--- config.mk ---
export PLATFORM = sky130hd
export DESIGN_NAME = sort_mem_slave
export DESIGN_NICKNAME = d
export VERILOG_FILES = /design/src/rtl/sort_mem_slave.sv
export SDC_FILE = /design/constraint.sdc
export NUM_CORES = 1
export LEC_CHECK = 0
export ABC_AREA = 1
export CAP_MARGIN = 20
export CORE_MARGIN = 3
export CORE_UTILIZATION = 40
export DETAILED_ROUTE_END_ITERATION = 7
export PLACE_DENSITY_LB_ADDON = 0.08
export SKIP_CTS_REPAIR_TIMING = 1
export SLEW_MARGIN = 20
export SYNTH_ARGS = -nofsm -noshare
export SYNTH_HDL_FRONTEND = slang
export SYNTH_SLANG_ARGS = --single-unit
--- constraint.sdc ---
create_clock -name clk -period 11.8 [get_ports clk]
set_input_delay 2.95 -clock clk [delete_from_list [all_inputs] [get_ports clk]]
set_output_delay 2.95 -clock clk [all_outputs]
set_load 0.1 [all_outputs]
--- src/rtl/sort_mem_slave.sv ---
// Word-addressed memory responder behind the sort circuit's ar/r/aw/w/b channels.
// Independent read and write engines, programmable read latency, side port for preload/observe.
//
// Read engine state | meaning
//   R_IDLE          | ar_ready high, waiting for a read address
//   R_WAIT          | latency counter running down to the sample edge
//   R_RESP          | r_valid high, r_data/r_resp held until r_ready
// Write engine state | meaning
//   W_COLLECT        | aw and w accepted independently until both are held
//   W_RESP           | b_valid high, b_resp held until b_ready
module sort_mem_slave #(
    parameter int ADDR_WDTH = 4,
    parameter int DATA_WDTH = 32,
    parameter int RESP_WDTH = 1,
    parameter int DEPTH     = 16,
    parameter int READ_LAT  = 1
) (
    input  logic                 clk,
    input  logic                 rst,
    input  logic                 ar_valid,
    input  logic [ADDR_WDTH-1:0] ar_address,
    output logic                 ar_ready,
    output logic                 r_valid,
    output logic [DATA_WDTH-1:0] r_data,
    output logic [RESP_WDTH-1:0] r_resp,
    input  logic                 r_ready,
    input  logic                 aw_valid,
    input  logic [ADDR_WDTH-1:0] aw_address,
    output logic                 aw_ready,
    input  logic                 w_valid,
    input  logic [DATA_WDTH-1:0] w_data,
    output logic                 w_ready,
    output logic                 b_valid,
    output logic [RESP_WDTH-1:0] b_resp,
    input  logic                 b_ready,
    input  logic                 init_we,
    input  logic [ADDR_WDTH-1:0] init_addr,
    input  logic [DATA_WDTH-1:0] init_data,
    output logic [DATA_WDTH-1:0] dbg_data
);

    localparam int                   CNT_W       = $clog2(READ_LAT) + 1;
    localparam logic [CNT_W-1:0]     LAT_LOAD    = CNT_W'(READ_LAT - 1);
    localparam logic [CNT_W-1:0]     CNT_ONE     = CNT_W'(1);
    localparam logic [ADDR_WDTH:0]   DEPTH_L     = (ADDR_WDTH + 1)'(DEPTH);
    localparam logic [RESP_WDTH-1:0] RESP_OKAY   = '0;
    localparam logic [RESP_WDTH-1:0] RESP_SLVERR = RESP_WDTH'(1);
    localparam int                   WORDS       = 2 ** ADDR_WDTH;

    typedef enum logic [1:0] {R_IDLE, R_WAIT, R_RESP} rd_state_t;
    typedef enum logic       {W_COLLECT, W_RESP}      wr_state_t;

    logic [DATA_WDTH-1:0] r_mem [WORDS];

    rd_state_t            r_rd_state;
    rd_state_t            w_rd_state_nxt;
    logic [CNT_W-1:0]     r_rd_cnt;
    logic [ADDR_WDTH-1:0] r_rd_addr;
    logic [DATA_WDTH-1:0] r_rd_data;
    logic [RESP_WDTH-1:0] r_rd_resp;
    logic                 w_ar_hs;
    logic                 w_rd_sample;

    wr_state_t            r_wr_state;
    wr_state_t            w_wr_state_nxt;
    logic                 r_aw_held;
    logic                 r_w_held;
    logic [ADDR_WDTH-1:0] r_wr_addr;
    logic [DATA_WDTH-1:0] r_wr_data;
    logic [RESP_WDTH-1:0] r_wr_resp;
    logic                 w_aw_hs;
    logic                 w_w_hs;
    logic                 w_commit;

    logic                 w_rd_in_range;
    logic                 w_wr_in_range;
    logic                 w_init_in_range;

    // Range checks are unsigned and one bit wider so DEPTH == 2**ADDR_WDTH fits.
    assign w_rd_in_range   = {1'b0, r_rd_addr} < DEPTH_L;
    assign w_wr_in_range   = {1'b0, r_wr_addr} < DEPTH_L;
    assign w_init_in_range = {1'b0, init_addr} < DEPTH_L;

    // ---------------- read engine ----------------
    always_ff @(posedge clk) begin
        if (rst) begin
            r_rd_state <= R_IDLE;
        end else begin
            r_rd_state <= w_rd_state_nxt;
        end
    end

    always_comb begin
        w_rd_state_nxt = r_rd_state;
        w_ar_hs        = 1'b0;
        w_rd_sample    = 1'b0;
        ar_ready       = 1'b0;
        r_valid        = 1'b0;
        case (r_rd_state)
            R_IDLE: begin
                ar_ready = 1'b1;
                if (ar_valid) begin
                    w_ar_hs        = 1'b1;
                    w_rd_state_nxt = R_WAIT;
                end
            end
            R_WAIT: begin
                if (r_rd_cnt == '0) begin
                    w_rd_sample    = 1'b1;
                    w_rd_state_nxt = R_RESP;
                end
            end
            R_RESP: begin
                r_valid = 1'b1;
                if (r_ready) begin
                    w_rd_state_nxt = R_IDLE;
                end
            end
            default: w_rd_state_nxt = R_IDLE;
        endcase
    end

    always_ff @(posedge clk) begin
        if (rst) begin
            r_rd_cnt  <= '0;
            r_rd_addr <= '0;
            r_rd_data <= '0;
            r_rd_resp <= RESP_OKAY;
        end else begin
            if (w_ar_hs) begin
                r_rd_addr <= ar_address;
                r_rd_cnt  <= LAT_LOAD;
            end else if (r_rd_state == R_WAIT && r_rd_cnt != '0) begin
                r_rd_cnt <= r_rd_cnt - CNT_ONE;
            end
            // Sampled with a non-blocking read, so a same-edge commit yields the old word.
            if (w_rd_sample) begin
                if (w_rd_in_range) begin
                    r_rd_data <= r_mem[r_rd_addr];
                    r_rd_resp <= RESP_OKAY;
                end else begin
                    r_rd_data <= '0;
                    r_rd_resp <= RESP_SLVERR;
                end
            end
        end
    end

    assign r_data = r_rd_data;
    assign r_resp = r_rd_resp;

    // ---------------- write engine ----------------
    always_ff @(posedge clk) begin
        if (rst) begin
            r_wr_state <= W_COLLECT;
        end else begin
            r_wr_state <= w_wr_state_nxt;
        end
    end

    always_comb begin
        w_wr_state_nxt = r_wr_state;
        w_aw_hs        = 1'b0;
        w_w_hs         = 1'b0;
        w_commit       = 1'b0;
        aw_ready       = 1'b0;
        w_ready        = 1'b0;
        b_valid        = 1'b0;
        case (r_wr_state)
            W_COLLECT: begin
                aw_ready = !r_aw_held;
                w_ready  = !r_w_held;
                w_aw_hs  = aw_valid && !r_aw_held;
                w_w_hs   = w_valid && !r_w_held;
                if (r_aw_held && r_w_held) begin
                    w_commit       = 1'b1;
                    w_wr_state_nxt = W_RESP;
                end
            end
            W_RESP: begin
                b_valid = 1'b1;
                if (b_ready) begin
                    w_wr_state_nxt = W_COLLECT;
                end
            end
            default: w_wr_state_nxt = W_COLLECT;
        endcase
    end

    always_ff @(posedge clk) begin
        if (rst) begin
            r_aw_held <= 1'b0;
            r_w_held  <= 1'b0;
            r_wr_addr <= '0;
            r_wr_data <= '0;
            r_wr_resp <= RESP_OKAY;
        end else begin
            if (w_aw_hs) begin
                r_aw_held <= 1'b1;
                r_wr_addr <= aw_address;
            end
            if (w_w_hs) begin
                r_w_held  <= 1'b1;
                r_wr_data <= w_data;
            end
            if (w_commit) begin
                r_aw_held <= 1'b0;
                r_w_held  <= 1'b0;
                r_wr_resp <= w_wr_in_range ? RESP_OKAY : RESP_SLVERR;
            end
        end
    end

    assign b_resp = r_wr_resp;

    // ---------------- storage ----------------
    // The commit assignment comes last so it overrides a same-address side-port write.
    always_ff @(posedge clk) begin
        if (init_we && w_init_in_range) begin
            r_mem[init_addr] <= init_data;
        end
        if (w_commit && w_wr_in_range && !rst) begin
            r_mem[r_wr_addr] <= r_wr_data;
        end
    end

    assign dbg_data = w_init_in_range ? r_mem[init_addr] : '0;

endmodule

==> reports/results.ini <==
[drt]
drt_pass1_iterations = 6
drc = 0
vias = 30700
ant_nets = 0
viasPerCell = 5.67
wl_per_cell_microns = 25.1
drt_iter0_markers = 3983
routed_wl_microns = 136000

[sta]
slew_headroom = 0.212
fin_tns_setup_ps = 0
setup_viol = 0
final.setup_skew_ps = 21.5
fin_crit_ps = 10450
fmax_mhz = 95.7
finalHoldViolCount = 0
tightest_slew_ps = 1180
grt_setup_unrepaired = false
hold_ws_ps = 475
slew_viol_final = 0
fin_crit_sh = 0.886

[synth]
yosysMostFrequentCell = nand2_1
synth-seq-cells = 590
synth-edff-count = 512
synth_top_cells_by_count = nand2_1, o21ai_0, edfxtp_1
syn-instance-count = 4324
synth_top_area_share = 0.448
ys_warn_count = 0
synth_area_leader_cell = edfxtp_1
ys_top_cells_by_area = edfxtp_1, nand2_1, o21ai_0
ys_types = 29
synth.cell_area_sq_um = 34300
syn_avg_cell_area_sq_um = 7.93
async_flop_share = 0
seq_area_frac_synth = 0.494
ys.flop_type = edfxtp_1

[floorplanning]
rows = 106
core_sq_um = 84200
die_w_microns = 299
io_pins = 155
die_area_sq_um = 89300
die_height_microns = 299
floorplan.initialDensity = 0.407

[placement]
dpl.hpwl_microns = 74400
gp_congestion = 0.825
numPortBuffers = 152

[finish]
nets = 4306
fillerInstances = 8244
drive_above_1_share = 0.0843
utilization = 0.457
syn_to_final_growth_pct = 12.2

[grt]
grt_max_degree = 89
track_usage = 0.298
grt_pass1_vias = 28600
grt_overflow = 0
antenna_found_initial = 7
grt_pass1_wl_microns = 197000

[min_path]
hold_class = register to register

[critical_path]
start_kind = input port
arrival_ps = 7500
end_kind = primary output
worstPathRequired_ps = 8850
cp_max_fo = 41
criticalPathCategory = input port to primary output

[pwr]
p_leak_nw = 16.2
power.ir.vdd_worst_uv = 90.4
powerDensity_nw_per_um2 = 144

[cts]
worstSkewPairLatency_ps = 620
cts.sink_count = 590
cts_tree = built
cts_root_buffer = clkbuf_16
cts_buffer_depth = 3
numCtsBuffers = 75
htreeDepth = 3
clk_pin_slew_ps = 50

[run]
drv_cap = 0

[status]
status = finished clean

==> metal layers <==
layer | routed length, microns | track usage
met1 | 57400 | 0.420
met2 | 60000 | 0.464
met3 | 13700 | 0.0469
met4 | 4930 | 0.110
met5 | 59 | 0
==> registers in the layout (all words and copies together) (netlist names) <==
name,flops
r_aw_held,1
r_data,32
r_mem,512
r_rd_addr,4
r_rd_cnt,1
r_rd_state,2
r_w_held,1
r_wr_addr,4
r_wr_data,32
r_wr_state,1
==> worst max-delay path, stage by stage <==
cell             delay (ps)
clkdlybuf4s50_1         570
nand2_4                 600
clkinv_2               1120
buf_4                   580
nand2_1                  80
o21ai_0                  70
o21ai_0                 240
nand4_1                 220
clkdlybuf4s50_1        1030
==> final timing paths <==
| check | startpoint | end | slack, ps | depth (start not counted) |
|---|---|---|---|---|
| worst max register to register | r_rd_addr[0]$_SDFFE_PP0P_ | r_data[31]$_SDFFE_PP0P_ | 7740 | 10 |
| worst max-delay path | init_addr[1] | dbg_data[1] | 1350 | 9 |
| worst min register to register | r_rd_cnt$_SDFFE_PP0P_ | r_rd_cnt$_SDFFE_PP0P_ | 470 | 2 |
| worst min-delay path | r_rd_cnt$_SDFFE_PP0P_ | r_rd_cnt$_SDFFE_PP0P_ | 470 | 2 |
==> metrics by stage <==
step	setup WS, ps	power, mW	std cells	area [sq um]
3_5_place_dp	1500	3.31	5279	36100
4_1_cts	1490	5.56	5417	38500
2_1_floorplan	4180	3.01	4325	34300
3_3_place_gp	1590	3.31	5276	36000
5_1_grt	1260	5.73	5417	38500
6_report	1350	5.54	5419	38500
==> cell type report <==
class	count	area [sq um]	area share
inverters	491	1860	0.0484
well taps	1134	1420	0.0369
flip-flops and latches	590	16900	0.441
clock inverters	26	183	0.00475
clock buffers	112	2190	0.0570
diodes	2	5.00	0.000130
multi-input cells	2841	13700	0.357
repair buffers	223	2120	0.0551
==> report_power, final <==
group / leakage, nW / internal [mW] / total, mW / switching, mW
registers: 5.27 / 2.32 / 2.36 / 0.0411
clock network: 1.17 / 1.33 / 2.26 / 0.931
logic: 9.71 / 0.233 / 0.924 / 0.691
==> logic make-up (layout without fill, tap and decap cells) <==
kind of cell | Yosys count | after routing | share of synthesized area
simple gates | 1802 | 1802 | 0.220
buf+inv | 894 | 852 | 0.116
flops | 590 | 590 | 0.494
other cells | 1 | 4 | 0.000109
compound gates | 1037 | 1037 | 0.170
==> layout by cell type (no fill, tap or decap), types with 3 or more instances in the layout <==
cell / Yosys / final
nand2_1: 1282 / 1276
o21ai_0: 589 / 574
edfxtp_1: 512 / 512
inv_1: 484 / 477
nand3_1: 425 / 421
o21ai_1: 164 / 163
clkdlybuf4s50_1: 0 / 152
o21ai_2: 88 / 88
clkbuf_16: 0 / 79
dfxtp_1: 78 / 74
buf_4: 3 / 67
o22ai_1: 64 / 64
a22oi_1: 56 / 56
a21oi_1: 44 / 44
nand4_1: 33 / 33
o21a_1: 32 / 32
or2_2: 31 / 31
clkbuf_1: 155 / 24
clkinv_2: 0 / 18
o21ai_4: 0 / 16
nor2_1: 16 / 11
nand2_4: 0 / 11
clkbuf_8: 0 / 9
nor2_4: 3 / 8
nand3_4: 1 / 7
clkinv_1: 0 / 7
inv_2: 7 / 6
inv_6: 0 / 4
nor3_4: 3 / 3
inv_4: 0 / 3
dfxtp_4: 0 / 3
No activity file was read; power rests on OpenSTA's default activity.
